<file path="src/rtl/uart_pkg.sv">
// Shared UART definitions: FSM states and framing constants.
// Used by both the receive and transmit paths.
package uart_pkg;

  localparam int OVERSAMPLE = 16;
  localparam int MID_SAMPLE = 7;
  localparam int DATA_W     = 8;

  typedef enum logic [1:0] {
    IDLE,
    START,
    DATA,
    STOP
  } rx_state_e;

endpackage

</file>
<file path="src/rtl/uart_rx_tick.sv">
// Oversample tick generator: a one-clk enable every DIV cycles.
// Free-running down-counter; never used as a clock.
module uart_rx_tick #(
  parameter int DIV = 1
) (
  input  logic clk,
  input  logic reset,
  output logic tick
);

  localparam int CW = (DIV > 1) ? $clog2(DIV) : 1;
  localparam logic [CW-1:0] RELOAD = CW'(DIV - 1);

  generate
    if (DIV < 1) begin : g_div_chk
      $error("uart_rx_tick: DIV must be >= 1");
    end
  endgenerate

  logic [CW-1:0] cnt_q;
  logic [CW-1:0] cnt_d;

  always_comb begin
    tick  = (cnt_q == '0);
    cnt_d = tick ? RELOAD : cnt_q - 1'b1;
  end

  always_ff @(posedge clk or negedge reset) begin
    if (!reset) cnt_q <= RELOAD;
    else        cnt_q <= cnt_d;
  end

endmodule

</file>
<file path="src/rtl/uart_receiver.sv">
// 8N1 UART receiver, 16x oversampling, one-deep holding register.
// Unload strobe is edge-detected and frees the register.
module uart_receiver
  import uart_pkg::*;
#(
  parameter int CLK_FREQ   = 50_000_000,
  parameter int BAUD       = 9600,
  parameter int OVERSAMPLE = 16
) (
  input  logic       clk,
  input  logic       reset,
  input  logic       rx_enable,
  input  logic       rx_in,
  input  logic       uld_rx_data,
  output logic [7:0] rx_data,
  output logic       rx_empty,
  output logic       rx_frame_err,
  output logic       rx_overrun
);

  localparam int DIV = CLK_FREQ / (BAUD * OVERSAMPLE);
  localparam logic [3:0] MID  = 4'(MID_SAMPLE);
  localparam logic [3:0] LAST = 4'(uart_pkg::OVERSAMPLE - 1);

  generate
    if (OVERSAMPLE != uart_pkg::OVERSAMPLE) begin : g_os_chk
      $error("uart_receiver: OVERSAMPLE is fixed at 16");
    end
  endgenerate

  logic tick;

  uart_rx_tick #(
    .DIV (DIV)
  ) u_tick (
    .clk   (clk),
    .reset (reset),
    .tick  (tick)
  );

  logic              sync1_q;
  logic              rx_s_q;
  logic              rx_s_d_q;
  logic              uld_q;
  rx_state_e         state_q, state_d;
  logic [3:0]        samp_q, samp_d;
  logic [2:0]        bit_q, bit_d;
  logic [DATA_W-1:0] shift_q, shift_d;
  logic [DATA_W-1:0] data_q, data_d;
  logic              empty_q, empty_d;
  logic              ferr_q, ferr_d;
  logic              ovr_q, ovr_d;

  logic fall;
  logic uld_rise;

  assign fall     = rx_s_d_q & ~rx_s_q;
  assign uld_rise = uld_rx_data & ~uld_q;

  always_ff @(posedge clk or negedge reset) begin
    if (!reset) begin
      sync1_q  <= 1'b1;
      rx_s_q   <= 1'b1;
      rx_s_d_q <= 1'b1;
      uld_q    <= 1'b0;
    end else begin
      sync1_q  <= rx_in;
      rx_s_q   <= sync1_q;
      rx_s_d_q <= rx_s_q;
      uld_q    <= uld_rx_data;
    end
  end

  always_comb begin
    state_d = state_q;
    samp_d  = samp_q;
    bit_d   = bit_q;
    shift_d = shift_q;
    data_d  = data_q;
    empty_d = empty_q;
    ferr_d  = ferr_q;
    ovr_d   = ovr_q;

    // Unload is applied before any load in the same cycle.
    if (uld_rise) begin
      empty_d = 1'b1;
      ferr_d  = 1'b0;
      ovr_d   = 1'b0;
    end

    if (!rx_enable) begin
      state_d = IDLE;
    end else begin
      unique case (state_q)
        IDLE: begin
          if (fall) begin
            state_d = START;
            samp_d  = '0;
          end
        end
        START: begin
          if (tick) begin
            if (samp_q == MID) begin
              if (!rx_s_q) begin
                state_d = DATA;
                samp_d  = '0;
                bit_d   = '0;
              end else begin
                state_d = IDLE;
              end
            end else begin
              samp_d = samp_q + 4'd1;
            end
          end
        end
        DATA: begin
          if (tick) begin
            samp_d = samp_q + 4'd1;
            if (samp_q == LAST) begin
              shift_d = {rx_s_q, shift_q[7:1]};
              bit_d   = bit_q + 3'd1;
              if (bit_q == 3'd7) state_d = STOP;
            end
          end
        end
        STOP: begin
          if (tick) begin
            samp_d = samp_q + 4'd1;
            if (samp_q == LAST) begin
              state_d = IDLE;
              if (rx_s_q) begin
                if (empty_d) begin
                  data_d  = shift_q;
                  empty_d = 1'b0;
                end else begin
                  ovr_d = 1'b1;
                end
              end else begin
                ferr_d = 1'b1;
              end
            end
          end
        end
        default: state_d = IDLE;
      endcase
    end
  end

  always_ff @(posedge clk or negedge reset) begin
    if (!reset) begin
      state_q <= IDLE;
      samp_q  <= '0;
      bit_q   <= '0;
      shift_q <= '0;
      data_q  <= '0;
      empty_q <= 1'b1;
      ferr_q  <= 1'b0;
      ovr_q   <= 1'b0;
    end else begin
      state_q <= state_d;
      samp_q  <= samp_d;
      bit_q   <= bit_d;
      shift_q <= shift_d;
      data_q  <= data_d;
      empty_q <= empty_d;
      ferr_q  <= ferr_d;
      ovr_q   <= ovr_d;
    end
  end

  assign rx_data      = data_q;
  assign rx_empty     = empty_q;
  assign rx_frame_err = ferr_q;
  assign rx_overrun   = ovr_q;

endmodule

</file>
<file path="config.mk">
export PLATFORM = sky130hd
export DESIGN_NAME = uart_receiver
export DESIGN_NICKNAME = d
export VERILOG_FILES = /design/src/rtl/uart_pkg.sv /design/src/rtl/uart_rx_tick.sv /design/src/rtl/uart_receiver.sv
export SDC_FILE = /design/constraint.sdc
export NUM_CORES = 1
export LEC_CHECK = 0
export ABC_AREA = 1
export ABC_CLOCK_PERIOD_IN_PS = 1900
export CAP_MARGIN = 20
export CORE_ASPECT_RATIO = 1.4
export CORE_MARGIN = 1
export CORE_UTILIZATION = 45
export DETAILED_ROUTE_END_ITERATION = 16
export PLACE_DENSITY = 0.74
export SYNTH_ARGS = -nofsm -noshare
export SYNTH_HDL_FRONTEND = slang
export SYNTH_SLANG_ARGS = --single-unit
</file>
<file path="constraint.sdc">
create_clock -name clk -period 1.9 [get_ports clk]
set_input_delay 0.285 -clock clk [delete_from_list [all_inputs] [get_ports clk]]
set_output_delay 0.285 -clock clk [all_outputs]
set_load 0.005 [all_outputs]
</file>
# Yosys cells after proc, flatten, opt, wreduce, memory -nomap -nowiden
# Index checks and enable logic that the tools add are counted.
word_totals:
  regBits: 41
  input_bits: 5
  out_inout_bits: 11
  wordCells: 94
op_classes:
  n_addsub: 3
  n_eq_ne: 22
  mux: 43
  bitwise_logic: 4
  reduce_logical: 9
op_table:
  columns: ["operator", "n"]
  rows:
  - ["$ne 3x3->1 const B", 9]
  - ["$mux 2", 10]
  - ["$mux 4", 5]
  - ["$mux 1", 19]
  - ["$mux 3", 5]
  - ["$ne 2x2->1 const B", 6]
  - ["$pmux 4 s3", 1]
  - ["$logic_not 9->1", 1]
  - ["$mux 9", 1]
  - ["$sub 9x1->9 const B", 1]
  - ["$pmux 2 s4", 1]
  - ["$reduce_and 8->1", 1]
  - ["$reduce_and 7->1", 1]
  - ["$pmux 3 s2", 1]
  - ["$reduce_and 6->1", 1]
  - ["$reduce_and 5->1", 1]
  - ["$add 4x1->4 const B", 1]
  - ["$eq 2x2->1 const B", 2]
  - ["$eq 4x3->1 const B", 1]
  - ["$eq 4x4->1 const B", 1]
  - ["$reduce_and 4->1", 1]
  - ["$add 3x1->3 const B", 1]
  - ["$eq 3x3->1 const B", 1]
  - ["$and 1x1->1", 2]
  - ["other kinds (6)", 7]

# Longest topological paths before layout
# Gate-level depths: netlist (run 1).
logic_depth:
  word_depth: 9
  mapped_depth: 11

# Cells and area by module
# Synthesis (run 1) repeated with hierarchy kept, for this count alone.
unflattened:
  cells_unflattened: 223
  hier_area_um2: 2039.5
by_module_without_submodules:
  columns: ["mod", "instances", "cells_each", "area_each_um2", "seq_area_each_um2"]
  rows:
  - ["uart_receiver", 1, 167, 1560.2, 805.8]
  - ["uart_rx_tick", 1, 56, 479.2, 229.0]

# Worst setup path before layout (run 1)
# OpenSTA, ideal clock, no wires.
synth_timing:
  path_kind: "register to register"
  start: "register u_tick.cnt_q[0]"
  end: "register shift_q[7]"
  arrival_ns: 1.438
  required_time_ns: 1.781
  path_slack_ns: 0.343
  path_stages_with_launch: 11
  path_cell_list: "dfrtp_1 > inv_1 > ha_1 > nand2_1 > nor2_2 > nand3_4 > nor2_4 > nand3_4 > buf_6 > nand2_2 > o21ai_2"
synth_between:
  elab_chain_cells: 2
synth_lines:
  columns: ["element", "line_no", "text"]
  rows:
  - ["start: declaration", "uart_rx_tick.sv:20", "logic [CW-1:0] cnt_q;"]
  - ["start signal: assignment", "uart_rx_tick.sv:30", "else cnt_q <= cnt_d;"]
  - ["$logic_not 9->1", "uart_rx_tick.sv:24", "tick = (cnt_q == '0);"]
  - ["$reduce_and 4->1 (no line)", null, null]
  - ["end signal: assignment", "uart_receiver.sv:163", "shift_q <= shift_d;"]
  - ["end: declaration", "uart_receiver.sv:48", "logic [DATA_W-1:0] shift_q, shift_d;"]
# No other way between the ends.
# A chain may end at the register's enable or synchronous reset.

# Final worst setup path (run 1)
layout_timing:
  start: "register u_tick.cnt_q[0]"
  end: "register shift_q[3]"
# Same word-level chain as after synthesis.

==> flow_results.xml, run 1 <==
<?xml version="1.0" encoding="UTF-8"?>
<metrics>
  <group name="floorplanning">
    <metric name="die_h" unit="microns">80.9</metric>
    <metric name="design.core.area" unit="sq um">4240</metric>
    <metric name="row_count" unit="">28</metric>
    <metric name="die_area" unit="sq um">4720</metric>
    <metric name="starting_density_of_the_core" unit="">0.472</metric>
    <metric name="die-width" unit="microns">58.4</metric>
    <metric name="io_pins" unit="">16</metric>
  </group>
  <group name="timing">
    <metric name="max-slew-margin-rel" unit="">0.663</metric>
    <metric name="period_minus_slack" unit="ns">1.71</metric>
    <metric name="finalHoldViolations" unit="">0</metric>
    <metric name="fin_setup_tns" unit="ns">0</metric>
    <metric name="slew_viols_final" unit="">0</metric>
    <metric name="setup_viol" unit="">0</metric>
    <metric name="worstMarginPinSlew" unit="ns">0.506</metric>
    <metric name="achievable-frequency" unit="MHz">584</metric>
    <metric name="timing.final.crit_share" unit="">0.901</metric>
    <metric name="skew" unit="ns">0.0102</metric>
    <metric name="grt_setup_unrepaired" unit="">no</metric>
  </group>
  <group name="logic_synthesis">
    <metric name="ys.warnings.count" unit="">0</metric>
    <metric name="syn-instance-count" unit="">237</metric>
    <metric name="summed_instance_area_of_the_synthesized_netlist" unit="sq um">2000</metric>
    <metric name="yosys_register_bits" unit="">41</metric>
    <metric name="yosys.cell_types.count" unit="">25</metric>
    <metric name="combinational_family_with_the_most_area_after_synthesis" unit="">simple AND/OR/NAND/NOR gates</metric>
    <metric name="synth_mux_area_frac" unit="">0</metric>
    <metric name="syn-mean-instance-area" unit="sq um">8.45</metric>
    <metric name="syn_nets" unit="">246</metric>
    <metric name="synth-compound-area-share" unit="">0.108</metric>
    <metric name="synth_xor_area_frac" unit="">0.0131</metric>
    <metric name="ys_seq_area_frac" unit="">0.517</metric>
    <metric name="synthSimpleGateAreaFrac" unit="">0.229</metric>
    <metric name="synth-adder-area-share" unit="">0.0250</metric>
  </group>
  <group name="power">
    <metric name="sw_frac_of_total" unit="">0.285</metric>
    <metric name="pwr_density" unit="nW/um^2">785</metric>
    <metric name="total_leakage_power" unit="nW">1.09</metric>
    <metric name="cellInternalPower" unit="mW">1.29</metric>
    <metric name="p_switching" unit="uW">515</metric>
    <metric name="power.clock.fraction" unit="">0.331</metric>
    <metric name="seqPwrFrac" unit="">0.524</metric>
    <metric name="power_frac_comb" unit="">0.145</metric>
    <metric name="power.ir.vdd_worst" unit="uV">584</metric>
  </group>
  <group name="routing">
    <metric name="drc" unit="">0</metric>
    <metric name="drt-pass1-iter-count" unit="">4</metric>
    <metric name="routed-via-count" unit="">1455</metric>
    <metric name="viasPerCell" unit="">4.56</metric>
    <metric name="final_antenna_net_count" unit="">0</metric>
    <metric name="first_iter_violations" unit="">26</metric>
    <metric name="postRouteWirelength" unit="microns">3290</metric>
    <metric name="routed_wire_length_per_instance" unit="microns">10.3</metric>
  </group>
  <group name="critical_path">
    <metric name="setup.worst_path.start_class" unit="">flop</metric>
    <metric name="worstReg2RegEnd" unit="">shift_q[3]</metric>
    <metric name="reg2reg_slack" unit="ns">0.19</metric>
    <metric name="cp.depth" unit="">9</metric>
    <metric name="reg2regPathDepth" unit="">9</metric>
    <metric name="crit_slowest_cell" unit="">sky130_fd_sc_hd__dfrtp_1</metric>
    <metric name="critical_path_class" unit="">reg2reg</metric>
    <metric name="crit_buf_inv" unit="">1</metric>
    <metric name="crit_path_end_kind" unit="">flop</metric>
    <metric name="cpPeakStageDelay" unit="ns">0.38</metric>
    <metric name="r2r-start" unit="">u_tick.cnt_q[0]</metric>
    <metric name="path_delay_family" unit="">simple AND/OR/NAND/NOR gates</metric>
    <metric name="cp_data_required_time" unit="ns">2.08</metric>
    <metric name="critPathMaxFanout" unit="">16</metric>
    <metric name="first_element_of_the_critical_path" unit="">u_tick.cnt_q[0]</metric>
    <metric name="path_cells" unit="">inv_1 -&gt; ha_1 -&gt; nand2_1 -&gt; nor2_2 -&gt; nand3_4 -&gt; nor2_4 -&gt; nand3_4 -&gt; nand2_1 -&gt; o21ai_2</metric>
    <metric name="capturing_instance_or_port_of_the_critical_path" unit="">shift_q[3]</metric>
    <metric name="cp_data_arrival_time" unit="ns">1.90</metric>
  </group>
  <group name="clocking">
    <metric name="post_cts_buffers" unit="">0</metric>
    <metric name="cts.sink_count" unit="">41</metric>
    <metric name="cts.repair.resized" unit="">0</metric>
    <metric name="cts_hold_buf" unit="">0</metric>
    <metric name="worst_skew_pair.late_latency" unit="ns">0.30</metric>
    <metric name="clock_tree.root_cell" unit="">sky130_fd_sc_hd__clkbuf_8</metric>
    <metric name="cts_buffer_depth" unit="">2</metric>
    <metric name="depth_of_the_cts_h_tree" unit="">2</metric>
    <metric name="clkSlewWorstSetupHoldPaths" unit="ns">0.08</metric>
    <metric name="clock_tree_from_tritoncts" unit="">yes</metric>
    <metric name="numCtsBuffers" unit="">5</metric>
  </group>
  <group name="final_layout">
    <metric name="postLayoutCoreUtil" unit="">0.543</metric>
    <metric name="design.final.nets" unit="">267</metric>
    <metric name="n_antenna_cell" unit="">0</metric>
    <metric name="sequential_cell_area" unit="sq um">1030</metric>
    <metric name="area_occupied_by_multi_input_gates" unit="sq um">751</metric>
    <metric name="synthToLayoutAreaGrowth" unit="%">15.1</metric>
    <metric name="nFillCells" unit="">387</metric>
    <metric name="final_common_cell" unit="">sky130_fd_sc_hd__nand2_1</metric>
    <metric name="layout.cells.most_common_list" unit="">sky130_fd_sc_hd__nand2_1, sky130_fd_sc_hd__inv_1, sky130_fd_sc_hd__dfrtp_1</metric>
    <metric name="layout-drive-gt1-share" unit="">0.170</metric>
    <metric name="final_non_filler_cells" unit="">319</metric>
  </group>
  <group name="place">
    <metric name="place_hpwl" unit="microns">2390</metric>
    <metric name="place.port_buffers" unit="">15</metric>
    <metric name="gp_routability_congestion" unit="">0.848</metric>
    <metric name="placed_cells_incl_taps" unit="">311</metric>
  </group>
  <group name="global_route">
    <metric name="grt_antenna_before_repair" unit="">0</metric>
    <metric name="grt_first_pass_wirelength" unit="microns">5810</metric>
    <metric name="gr-usage-all-layers" unit="">0.165</metric>
    <metric name="grt_overflow_total" unit="">0</metric>
    <metric name="largest_net_degree_at_the_start_of_global_routing" unit="">42</metric>
    <metric name="number_of_global_route_vias_before_repair" unit="">1409</metric>
  </group>
  <group name="worst_hold_path">
    <metric name="hold_path.class" unit="">in2async</metric>
  </group>
  <group name="status">
    <metric name="status" unit="">finished clean</metric>
  </group>
  <group name="run">
    <metric name="cap_violations" unit="">0</metric>
  </group>
</metrics>
routing by layer:
| metal | vias up | part of all wire | track usage |
|---|---|---|---|
| met5 | - | 0 | 0 |
| li1 | 766 | - | - |
| met1 | 665 | 0.44 | 0.180 |
| met2 | 18 | 0.51 | 0.303 |
| met4 | 0 | 0.017 | 0.0643 |
| met3 | 6 | 0.033 | 0.0414 |
metrics by stage:
stage	setup slack (ns)	area [sq um]	hold WS (ns)	total power, mW
6_report	0.188	2300	0.0360	1.81
3_3_place_gp	0.188	2210	0.347	1.22
4_1_cts	0.160	2300	0.0560	1.83
3_5_place_dp	0.167	2210	0.348	1.23
2_1_floorplan	0.343	2000	-0.0106	1.16
5_1_grt	0.0150	2300	0.0981	1.90
synth_stat cells (all sizes together):
library cell / n / share of area
nor2: 27 / 0.058
ha: 4 / 0.025
a21oi: 5 / 0.012
nand2: 57 / 0.12
nor3: 2 / 0.0050
nand3: 13 / 0.047
nand4: 1 / 0.0031
dfstp: 7 / 0.092
xor2: 3 / 0.013
buf: 3 / 0.015
dfrtp: 34 / 0.43
inv: 46 / 0.088
clkinv: 3 / 0.0056
o21ai: 32 / 0.095
cell type report:
| cell class | count | share of cell area |
|---|---|---|
| Timing Repair Buffer | 17 | 0.0695 |
| Multi-Input combinational cell | 144 | 0.326 |
| Tap cell | 60 | 0.0326 |
| Sequential cell | 41 | 0.449 |
| Clock buffer | 6 | 0.0359 |
| Clock inverter | 2 | 0.00598 |
| Inverter | 49 | 0.0809 |
kinds of logic (layout without fill, tap and decap cells):
| kind of cell | after synthesis | in the layout |
|---|---|---|
| XOR/XNOR | 3 | 3 |
| flip-flops | 41 | 41 |
| adder cells (fa/ha/maj) | 4 | 4 |
| AND/OR/NAND/NOR | 100 | 100 |
| AO/OA/AOI/OAI | 37 | 37 |
| buffers and inverters | 52 | 74 |
worst register-to-register path, delay by kind of cell, from the launching register on:
kind | cells | cell delay (ns)
AND/OR/NAND/NOR | 6 | 0.88
flip-flops | 1 | 0.38
adder cells (fa/ha/maj) | 1 | 0.20
buffers and inverters | 1 | 0.09
AO/OA/AOI/OAI | 1 | 0.06
how the worst min path moves through the flow:
| stage | from | to | slack [ns] | cells past startpoint |
|---|---|---|---|---|
| global route | reset | rx_overrun | 0.1 | 2 |
| detailed placement | sync1_q | rx_s_q | 0.35 | 0 |
| CTS | reset | uld_q | 0.06 | 2 |
| floorplan | reset | bit_q[0] | -0.01 | 0 |
| global placement | sync1_q | rx_s_q | 0.35 | 0 |
| finish | reset | uld_q | 0.04 | 2 |
power by group through the flow:
stage                     Combinational [mW]  Clock [mW]  Sequential (mW)
final                                  0.263       0.598            0.948
after CTS                              0.265       0.619            0.947
after global placement                 0.260           0            0.962
after detailed placement               0.264           0            0.963
after floorplan                        0.203           0            0.955
after global routing                   0.306       0.641            0.952
sequential cells by signal, summed over array words and instances, names as in the netlist:
register and count:
sync1_q 1, state_q 2, uld_q 1, rx_empty 1, shift_q 8, rx_frame_err 1
rx_s_q 1, u_tick.cnt_q 9, bit_q 3, samp_q 4, rx_overrun 1, rx_s_d_q 1
rx_data 8
(Power assumes the default switching activity.)
==> inputs of run 2 (changes only) <==
--- a/config.mk
+++ b/config.mk
@@ -6,13 +6,13 @@
 export NUM_CORES = 1
 export LEC_CHECK = 0
 export ABC_AREA = 1
-export ABC_CLOCK_PERIOD_IN_PS = 1900
+export ABC_CLOCK_PERIOD_IN_PS = 2000
 export CAP_MARGIN = 20
 export CORE_ASPECT_RATIO = 1.4
 export CORE_MARGIN = 1
 export CORE_UTILIZATION = 45
 export DETAILED_ROUTE_END_ITERATION = 16
-export PLACE_DENSITY = 0.74
+export PLACE_DENSITY_LB_ADDON = 0.08
 export SYNTH_ARGS = -nofsm -noshare
 export SYNTH_HDL_FRONTEND = slang
 export SYNTH_SLANG_ARGS = --single-unit
==> constraint.sdc (replaced) <==
create_clock -name clk -period 2 [get_ports clk]
set_input_delay 0.3 -clock clk [delete_from_list [all_inputs] [get_ports clk]]
set_output_delay 0.3 -clock clk [all_outputs]
set_load 0.005 [all_outputs]
==> run 2 against run 1 <==
  * Wire length up 8.2%
  * Worst hold slack improved by 0.013 ns
  * Non-clock buffer count unchanged
  * Clock power shrank 5.9%
  * First-iteration DRC count increased by 130%
  * Utilization is 0.15 points lower
  * Cell count stayed put
  * Sequential share of layout area is 0.12 points higher
  * Total power is 5.0% lower
  * Clock skew decreased by 0.0041 ns
  * Worst setup slack better by 0.10 ns
  * Combinational power down 3%
  * Critical endpoint is now shift_q[1]
==> flow_results.xml, run 2 (synthesized netlist as in run 1, its figures left out) <==
<?xml version="1.0" encoding="UTF-8"?>
<metrics>
  <group name="status">
    <metric name="status" unit="">finished clean</metric>
  </group>
  <group name="routing">
    <metric name="drt-pass1-iter-count" unit="">4</metric>
    <metric name="postRouteWirelength" unit="microns">3550</metric>
    <metric name="first_iter_violations" unit="">59</metric>
    <metric name="drc" unit="">0</metric>
    <metric name="routed_wire_length_per_instance" unit="microns">11.1</metric>
    <metric name="final_antenna_net_count" unit="">0</metric>
    <metric name="viasPerCell" unit="">4.55</metric>
    <metric name="routed-via-count" unit="">1450</metric>
  </group>
  <group name="critical_path">
    <metric name="crit_buf_inv" unit="">1</metric>
    <metric name="cp_data_required_time" unit="ns">2.18</metric>
    <metric name="critical_path_class" unit="">reg2reg</metric>
    <metric name="cpPeakStageDelay" unit="ns">0.38</metric>
    <metric name="crit_path_end_kind" unit="">flop</metric>
    <metric name="path_cells" unit="">inv_1 -&gt; ha_1 -&gt; nand2_1 -&gt; nor2_2 -&gt; nand3_4 -&gt; nor2_4 -&gt; nand3_4 -&gt; nand2_1 -&gt; o21ai_2</metric>
    <metric name="critPathMaxFanout" unit="">16</metric>
    <metric name="crit_slowest_cell" unit="">sky130_fd_sc_hd__dfrtp_1</metric>
    <metric name="path_delay_family" unit="">simple AND/OR/NAND/NOR gates</metric>
    <metric name="cp_data_arrival_time" unit="ns">1.89</metric>
    <metric name="setup.worst_path.start_class" unit="">flop</metric>
  </group>
  <group name="timing">
    <metric name="setup_viol" unit="">0</metric>
    <metric name="timing.final.crit_share" unit="">0.855</metric>
    <metric name="max-slew-margin-rel" unit="">0.646</metric>
    <metric name="worstMarginPinSlew" unit="ns">0.530</metric>
    <metric name="finalHoldViolations" unit="">0</metric>
    <metric name="grt_setup_unrepaired" unit="">no</metric>
    <metric name="slew_viols_final" unit="">0</metric>
    <metric name="hold_slack" unit="ns">0.0495</metric>
    <metric name="achievable-frequency" unit="MHz">585</metric>
    <metric name="fin_setup_tns" unit="ns">0</metric>
    <metric name="period_minus_slack" unit="ns">1.71</metric>
    <metric name="skew" unit="ns">0.00615</metric>
  </group>
  <group name="global_route">
    <metric name="grt_first_pass_wirelength" unit="microns">6250</metric>
    <metric name="grt_antenna_before_repair" unit="">0</metric>
    <metric name="gr-usage-all-layers" unit="">0.178</metric>
    <metric name="number_of_global_route_vias_before_repair" unit="">1381</metric>
    <metric name="grt_overflow_total" unit="">0</metric>
    <metric name="largest_net_degree_at_the_start_of_global_routing" unit="">42</metric>
  </group>
  <group name="final_layout">
    <metric name="largest_register" unit="">u_tick.cnt_q</metric>
    <metric name="layout.cells.most_common_list" unit="">sky130_fd_sc_hd__nand2_1, sky130_fd_sc_hd__inv_1, sky130_fd_sc_hd__dfrtp_1</metric>
    <metric name="design.final.nets" unit="">267</metric>
    <metric name="largest_register_ff_count" unit="">9</metric>
    <metric name="postLayoutCoreUtil" unit="">0.542</metric>
    <metric name="synthToLayoutAreaGrowth" unit="%">14.7</metric>
    <metric name="final_common_cell" unit="">sky130_fd_sc_hd__nand2_1</metric>
    <metric name="layout-drive-gt1-share" unit="">0.162</metric>
    <metric name="n_antenna_cell" unit="">0</metric>
    <metric name="final_non_filler_cells" unit="">319</metric>
  </group>
  <group name="power">
    <metric name="sw_frac_of_total" unit="">0.284</metric>
    <metric name="total_leakage_power" unit="nW">1.09</metric>
    <metric name="power_frac_comb" unit="">0.149</metric>
    <metric name="pwr_density" unit="nW/um^2">748</metric>
    <metric name="power.clock.fraction" unit="">0.328</metric>
    <metric name="seqPwrFrac" unit="">0.524</metric>
    <metric name="finalPower" unit="mW">1.72</metric>
    <metric name="power.ir.vdd_worst" unit="uV">375</metric>
    <metric name="cellInternalPower" unit="mW">1.23</metric>
    <metric name="p_switching" unit="uW">488</metric>
  </group>
  <group name="floorplanning">
    <metric name="starting_density_of_the_core" unit="">0.472</metric>
    <metric name="row_count" unit="">28</metric>
    <metric name="die_area" unit="sq um">4720</metric>
    <metric name="design.core.area" unit="sq um">4240</metric>
    <metric name="die-width" unit="microns">58.4</metric>
    <metric name="die_h" unit="microns">80.9</metric>
    <metric name="io_pins" unit="">16</metric>
  </group>
  <group name="clocking">
    <metric name="cts.repair.resized" unit="">0</metric>
    <metric name="clock_tree.root_cell" unit="">sky130_fd_sc_hd__clkbuf_8</metric>
    <metric name="cts.sink_count" unit="">41</metric>
    <metric name="clkSlewWorstSetupHoldPaths" unit="ns">0.08</metric>
    <metric name="cts_hold_buf" unit="">0</metric>
    <metric name="numCtsBuffers" unit="">5</metric>
    <metric name="clock_tree_from_tritoncts" unit="">yes</metric>
    <metric name="depth_of_the_cts_h_tree" unit="">2</metric>
    <metric name="cts_buffer_depth" unit="">2</metric>
    <metric name="worst_skew_pair.late_latency" unit="ns">0.29</metric>
    <metric name="post_cts_buffers" unit="">0</metric>
  </group>
  <group name="place">
    <metric name="gp_routability_congestion" unit="">0.829</metric>
    <metric name="place.port_buffers" unit="">15</metric>
    <metric name="place_hpwl" unit="microns">2570</metric>
    <metric name="placed_cells_incl_taps" unit="">311</metric>
  </group>
  <group name="run">
    <metric name="cap_violations" unit="">0</metric>
  </group>
  <group name="worst_hold_path">
    <metric name="hold_path.class" unit="">in2async</metric>
  </group>
</metrics>
run 2: final timing paths:
path                                       from         endpoint  slack [ns]  cells after the start
worst max-delay path            u_tick.cnt_q[0]       shift_q[1]        0.29                      9
worst min-delay path                      reset        samp_q[0]        0.05                      2
worst max register to register  u_tick.cnt_q[0]       shift_q[1]        0.29                      9
worst min register to register          sync1_q           rx_s_q        0.36                      0
max in group asynchronous                 reset  u_tick.cnt_q[6]        1.55                      2
min in group clk                        sync1_q           rx_s_q        0.36                      0
run 2: final cells by class:
type | count | area, sq um
Multi-Input combinational cell | 144 | 751
Clock buffer | 8 | 90.1
Fill cell | 418 | 1940
Inverter | 49 | 186
Tap cell | 60 | 75.1
Sequential cell | 41 | 1030
Timing Repair Buffer | 17 | 160
run 2: worst register-to-register path, delay by kind of cell (launching register included):
kind	cells	cell delay, ns
buffers and inverters	1	0.09
adder cells (fa/ha/maj)	1	0.21
AO/OA/AOI/OAI	1	0.06
flip-flops	1	0.38
AND/OR/NAND/NOR	6	0.87
run 2: power by group through the flow:
stage	Sequential [mW]	Clock, mW	Combinational (mW)
after CTS	0.900	0.583	0.260
after global placement	0.916	0	0.258
after global routing	0.908	0.606	0.299
final	0.900	0.563	0.255
after detailed placement	0.915	0	0.259
after floorplan	0.908	0	0.193
run 2: through the flow:
step,setup slack (ns),cell area (sq um)
after floorplan,0.443,2000
after global placement,0.301,2210
after detailed placement,0.292,2210
after CTS,0.271,2300
after global routing,0.119,2300
final,0.289,2300
run 2: per-layer routing:
metal,track usage,share of wire,vias up
li1,-,-,768
met1,0.222,0.46,660
met2,0.298,0.50,16
met3,0.0382,0.024,6
met4,0.0714,0.017,0
met5,0,0,-
